$ cat src/rtl/dpp_table.sv
// dpp_table: round-robin fork arbiter issuing one-cycle EAT pulses to hungry philosophers
module dpp_table #(
  parameter int N_PHILO = 5,
  parameter int IDX_W = 3
) (
  input  logic                 clk,
  input  logic                 reset,
  input  logic [2*N_PHILO-1:0] philo_state,
  output logic [N_PHILO-1:0]   eat,
  output logic [N_PHILO-1:0]   fork_busy,
  output logic                 grant_valid,
  output logic [IDX_W-1:0]     grant_idx,
  output logic                 err
);
  localparam logic [1:0] S_HUNGRY = 2'b00;
  localparam logic [1:0] S_THINK  = 2'b01;
  localparam logic [1:0] S_ILLEGAL = 2'b11;
  logic [N_PHILO-1:0] granted, done, cand, pick, granted_nx, busy_nx;
  logic [IDX_W-1:0]   rr_ptr, pick_idx;
  logic               found, illegal;
  always_comb begin
    illegal = 1'b0;
    done = '0;
    cand = '0;
    for (int i = 0; i < N_PHILO; i++) begin
      done[i] = granted[i] && philo_state[2*i +: 2] == S_THINK;
      cand[i] = philo_state[2*i +: 2] == S_HUNGRY && !granted[i] &&
                !fork_busy[i] && !fork_busy[(i+1)%N_PHILO];
      illegal = illegal | (philo_state[2*i +: 2] == S_ILLEGAL);
    end
    found = 1'b0;
    pick = '0;
    pick_idx = '0;
    for (int k = 0; k < N_PHILO; k++) begin
      if (!found && cand[(int'(rr_ptr)+k)%N_PHILO]) begin
        found = 1'b1;
        pick[(int'(rr_ptr)+k)%N_PHILO] = 1'b1;
        pick_idx = IDX_W'((int'(rr_ptr)+k)%N_PHILO);
      end
    end
    // fork ownership derives from the grant set after this edge's releases and grant
    granted_nx = (granted & ~done) | pick;
    busy_nx = '0;
    for (int i = 0; i < N_PHILO; i++)
      if (granted_nx[i]) begin
        busy_nx[i] = 1'b1;
        busy_nx[(i+1)%N_PHILO] = 1'b1;
      end
  end
  always_ff @(posedge clk or posedge reset) begin
    if (reset) begin
      eat <= '0;
      fork_busy <= '0;
      grant_valid <= 1'b0;
      grant_idx <= '0;
      err <= 1'b0;
      granted <= '0;
      rr_ptr <= '0;
    end else begin
      eat <= pick;
      fork_busy <= busy_nx;
      grant_valid <= found;
      grant_idx <= found ? pick_idx : grant_idx;
      err <= err | illegal;
      granted <= granted_nx;
      rr_ptr <= !found ? rr_ptr : pick_idx == IDX_W'(N_PHILO-1) ? '0 : pick_idx + 1'b1;
    end
  end
endmodule
$ cat config.mk
export PLATFORM = sky130hd
export DESIGN_NAME = dpp_table
export DESIGN_NICKNAME = d
export VERILOG_FILES = /design/src/rtl/dpp_table.sv
export SDC_FILE = /design/constraint.sdc
export NUM_CORES = 1
export LEC_CHECK = 0
export BUFFER_PORTS_ARGS = -buffer_cell sky130_fd_sc_hd__buf_2
export CORE_ASPECT_RATIO = 1.25
export CORE_MARGIN = 2
export CORE_UTILIZATION = 45
export DETAILED_ROUTE_END_ITERATION = 16
export MAX_ROUTING_LAYER = met4
export PLACE_DENSITY = 0.62
export SYNTH_ARGS = -nofsm -noshare
export SYNTH_HDL_FRONTEND = slang
export SYNTH_SLANG_ARGS = --single-unit
$ cat constraint.sdc
create_clock -name clk -period 7.75 [get_ports clk]
set_input_delay 0.775 -clock clk [delete_from_list [all_inputs] [get_ports clk]]
set_output_delay 0.775 -clock clk [all_outputs]
set_load 0.005 [all_outputs]
Word-level counts from Yosys, hierarchy flattened --
Index checks and enable logic that the tools add are counted.
Storage, ports and cells: flip-flop bits (word level) 23, input port bits 12, output and inout port bits 15
Cells by class: $add $sub $neg 5, div/mod/pow operators 5, order comparisons 10, equality and inequality tests 11, muxes and demuxes 47, bitwise operators 12, reduce and logical (&&, ||, !) cells 48
Operator list (number):
- 32-bit by 1-bit >= comparator with 1-bit output (second input constant) | 5
- 32-bit by 5-bit < comparator with 1-bit output (second input constant) | 5
- 32-bit by 4-bit modulo with 32-bit output (second input constant) | 4
- 4-bit by 4-bit modulo with 32-bit output (second input constant) | 1
- 1-bit logical AND | 29
- 5-bit two-way mux | 5
- 5-bit OR | 5
- 1-bit two-way mux | 22
- 3-bit two-way mux | 6
- 1-bit binary-select mux with 3-bit select | 5
- 1-bit demux with 3-bit select | 5
- 1-bit zero test | 14
- 2-bit by 1-bit == test with 1-bit output (second input constant) | 5
- 2-bit == test (second input constant) | 5
- 2-bit zero test | 5
- 3-bit by 2-bit adder with 4-bit output (second input constant) | 2
- 2-bit two-way mux | 4
- 5-bit bitwise AND | 1
- 5-bit inverter | 1
- 1-bit OR | 5
- 3-bit by 1-bit adder with 4-bit output (second input constant) | 1
- 3-bit by 3-bit adder with 4-bit output (second input constant) | 1
- 3-bit by 1-bit adder with 3-bit output (second input constant) | 1
- 3-bit == test (second input constant) | 1

Depth between registers and ports, before layout --
word-level depth 26, gate-level depth with buffers 29

Worst setup path after synthesis --
OpenSTA, ideal clock, no wires.
path kind reg2reg, start register rr_ptr[0], end register rr_ptr[1], data arrival time 5.884 ns, setup slack 1.741 ns, stages on the path, launching flop included 27, path buffers 5, period minus slack after synthesis 6.009 ns, path through dfrtp_1 > buf_6 > clkbuf_1 > buf_1 > inv_1 > ha_1 > inv_1 > ha_1 > buf_4 > inv_1 > ha_1 > nor3_1 > o21a_1 > or2_2 > ha_1 > nand2b_1 > a221oi_2 > a21oi_1 > mux2_2 > nor4_1 > and3b_1 > clkbuf_1 > nor3b_1 > a21oi_1 > inv_1 > ha_1 > mux2_2
Between the ends: longest elaborated chain between the ends 19, elaborated cells between the ends (all ways) 45, classes of those cells 5 x add/sub; 5 x div; 1 x eq/ne; 26 x mux; 8 x reduce/logical
Ends and longest elaborated chain:
- start: declaration | RTL line 19 | logic [IDX_W-1:0] rr_ptr, pick_idx;
- start signal: assignment | RTL line 66 | rr_ptr <= !found ? rr_ptr : pick_idx == IDX_W'(N_PHILO-1) ? '0 : pick_idx + 1'b1;
- branches (longest 16 deep; another with 32-bit by 4-bit modulo with 32-bit output)
- 3-bit two-way mux (*) | RTL line 35 | if (!found && cand[(int'(rr_ptr)+k)%N_PHILO]) begin
- net pick_idx[0] | RTL line 19
- 3-bit by 1-bit adder with 3-bit output / 3-bit == test (equally long branches) | RTL line 66
- 3-bit two-way mux (*) | RTL line 66
Mark *: on every way through the listed nets, which the timed path passes. The select of a mux whose other input is x is not followed. A chain may end at the register's enable or synchronous reset.

Worst setup path in the final report --
start register rr_ptr[1], end register rr_ptr[1]
The elaborated chain is that of the path after synthesis.

==> metrics <==
IO Port Bufs=26; Tot GR Track Use=23.7%; DRT Pass-1 Iters=4; fill count=710; final WL=8.85 mm; Relative slew margins=a little over two fifths; drt drc=0; WP data required=7.92 ns; CP max FO=11; initial antenna violation count=0; Die H=~98 microns; wire per inst=~18 microns; final slew viol count=0; DR iter-0 viols=211; Synth top area share=18.2%; # diodes=0; setup TNS=0 ns; synth warn=0; largest net degree at the start of global routing=34; max_cap viols=0; RSZ-0062 raised after global routing=no; EDFF count, synth=0; Yosys top cell by area=dfrtp_1; # hold bufs at CTS=0; Seq/Total Area, Yosys=between 10% and 20%; element type at the critical path end=flop; first-pass GRT wire length=about 14 mm; Die Wd=about 80 microns; Final Hold Viols=0; CP startpoint kind=flop; post-synth net total=between 400 and 500; area grow syn2layout=6.76%; critical path type=flop to flop; predominant post-synthesis flop cell=dfrtp_1; Hold Path Class=flop to flop; via count=between 2000 and 3000; worst-margin pin slew=0.868 ns; I/O pin total=27; Final Setup Violations=0; Critical Path AT=6.43 ns; clock slew at reported path FFs=0.09 ns; Synth Cell Area=3170 sq um; clock sinks=23; asr flop ratio synth=100%; fin crit share=80.7%; FP Rows=34; Clock Path Buffers=2; placeable core area=between 6000 and 7000 sq um; share of layout cells above drive strength 1=a little under a fifth; postcts setup bufs=0; layout net count=450; Yosys cell types=85; run status=complete, no violations; Synth Register Bits=23; post_cts resized=0; mean area per synthesized cell=8.14 sq um; Final min period=6.25 ns; depth of the CTS H-tree=1; vias in the first global route=2821; Overflow after GRT=0; Commonest cells post-synth=ha_1 (31), inv_1 (31), nor2_1 (31), nand2_1 (29); worst skew pair latency=0.28 ns; Root Buffer=clkbuf_8; Placer Congestion=approximately 1.0; Mapped Cells=between 300 and 400; skew final=0.0140 ns; largest cells by area after synthesis=dfrtp_1 (18%), ha_1 (12%), inv_1 (3.7%), nor2_1 (3.7%), a21oi_1 (3.6%); die area=7730 sq um; DP HPWL=7.11 mm; Initial Util=a little under half; Routed Antenna Nets=0; CTS tree=yes; max frequency=160 MHz; via-per-instance ratio=around 6; CTS buffer count=3
path summary, 6_finish.rpt:
path	cells past startpoint	end	startpoint	slack, ns
min in group asynchronous	2	eat[0]	reset	0.66
max reg2reg	22	rr_ptr[1]	rr_ptr[1]	1.50
max in group asynchronous	2	eat[2]	reset	6.54
max	22	rr_ptr[1]	rr_ptr[1]	1.50
min	2	err	err	0.48
min reg2reg	2	err	err	0.48
worst max-delay path, cell delays in order (launching register included):
cell	delay (ns)
dfrtp_1	0.51
inv_1	0.37
ha_1	0.31
inv_1	0.11
ha_1	0.44
inv_1	0.18
ha_1	0.28
nor3_1	0.29
nor3_1	0.15
or2_2	0.36
ha_1	0.22
nand2b_1	0.19
a221oi_2	0.47
a21oi_1	0.20
o31ai_1	0.30
or4_1	0.17
and3b_1	0.29
nor3b_1	0.31
a211oi_1	0.09
a21oi_1	0.28
inv_1	0.08
ha_1	0.29
mux2_2	0.25
cell usage in the layout, fill, tap and decap left out, types with 4 or more instances in the layout:
cell type	count
a22oi_1	4
a21o_1	5
mux2_2	5
ha_1	31
nor2_1	31
inv_1	31
dfrtp_1	23
nand2b_1	8
a21oi_2	7
nand3_1	8
a31oi_1	5
or4_1	4
o21ai_0	16
nor3_1	18
a211oi_1	4
xnor2_1	6
nand2_1	29
buf_2	26
nor4_1	8
nor2b_1	5
a21oi_1	23
o21ai_1	4
or2_2	5
mux2i_1	4
o211ai_1	4
cell families after synthesis:
family          after synthesis  share of synthesized area, %
flops                        23                          18.2
fa+ha+maj                    32                          12.9
mux                          13                          5.61
simple gates                147                          26.0
buf+inv                      48                          6.60
xor+xnor                      9                          3.67
compound gates              117                          27.1
per-stage QoR:
step	instance area, sq um	std cells	setup WS (ns)	util, %	hold slack [ns]
3_5_place_dp	3330	491	1.59	48.3	0.468
5_1_grt	3380	495	0.993	49.1	0.504
3_3_place_gp	3330	491	1.70	48.3	0.458
4_1_cts	3380	495	1.57	49.1	0.492
6_report	3380	495	1.50	49.1	0.483
2_1_floorplan	3170	389	1.74	-	0.474
per-layer routing:
layer  wire length [microns]  global-route usage [%]  vias to the layer above
li1                        -                       -                     1475
met1                    3800                    29.2                     1409
met2                    4500                    41.0                       78
met3                     261                    1.76                       27
met4                     289                    7.43                        0
met5                       0                       -                        -
state kept, by name (all words and copies together), names as in the netlist:
register     count
granted          5
rr_ptr           3
eat              5
err              1
fork_busy        5
grant_idx        3
grant_valid      1
layout make-up:
type / count / area [sq um] / area share (%)
clock buffer: 3 / 41.3 / 1.22
clock inverter: 1 / 7.51 / 0.222
inverter: 33 / 124 / 3.66
multi-input combinational: 318 / 2380 / 70.5
sequential: 23 / 576 / 17.0
tap: 90 / 113 / 3.33
timing repair buffer: 27 / 138 / 4.07
Power is left out: the tool's default activity adds up to more than one toggle a clock period on the data nets, which glitch-free logic cannot reach.
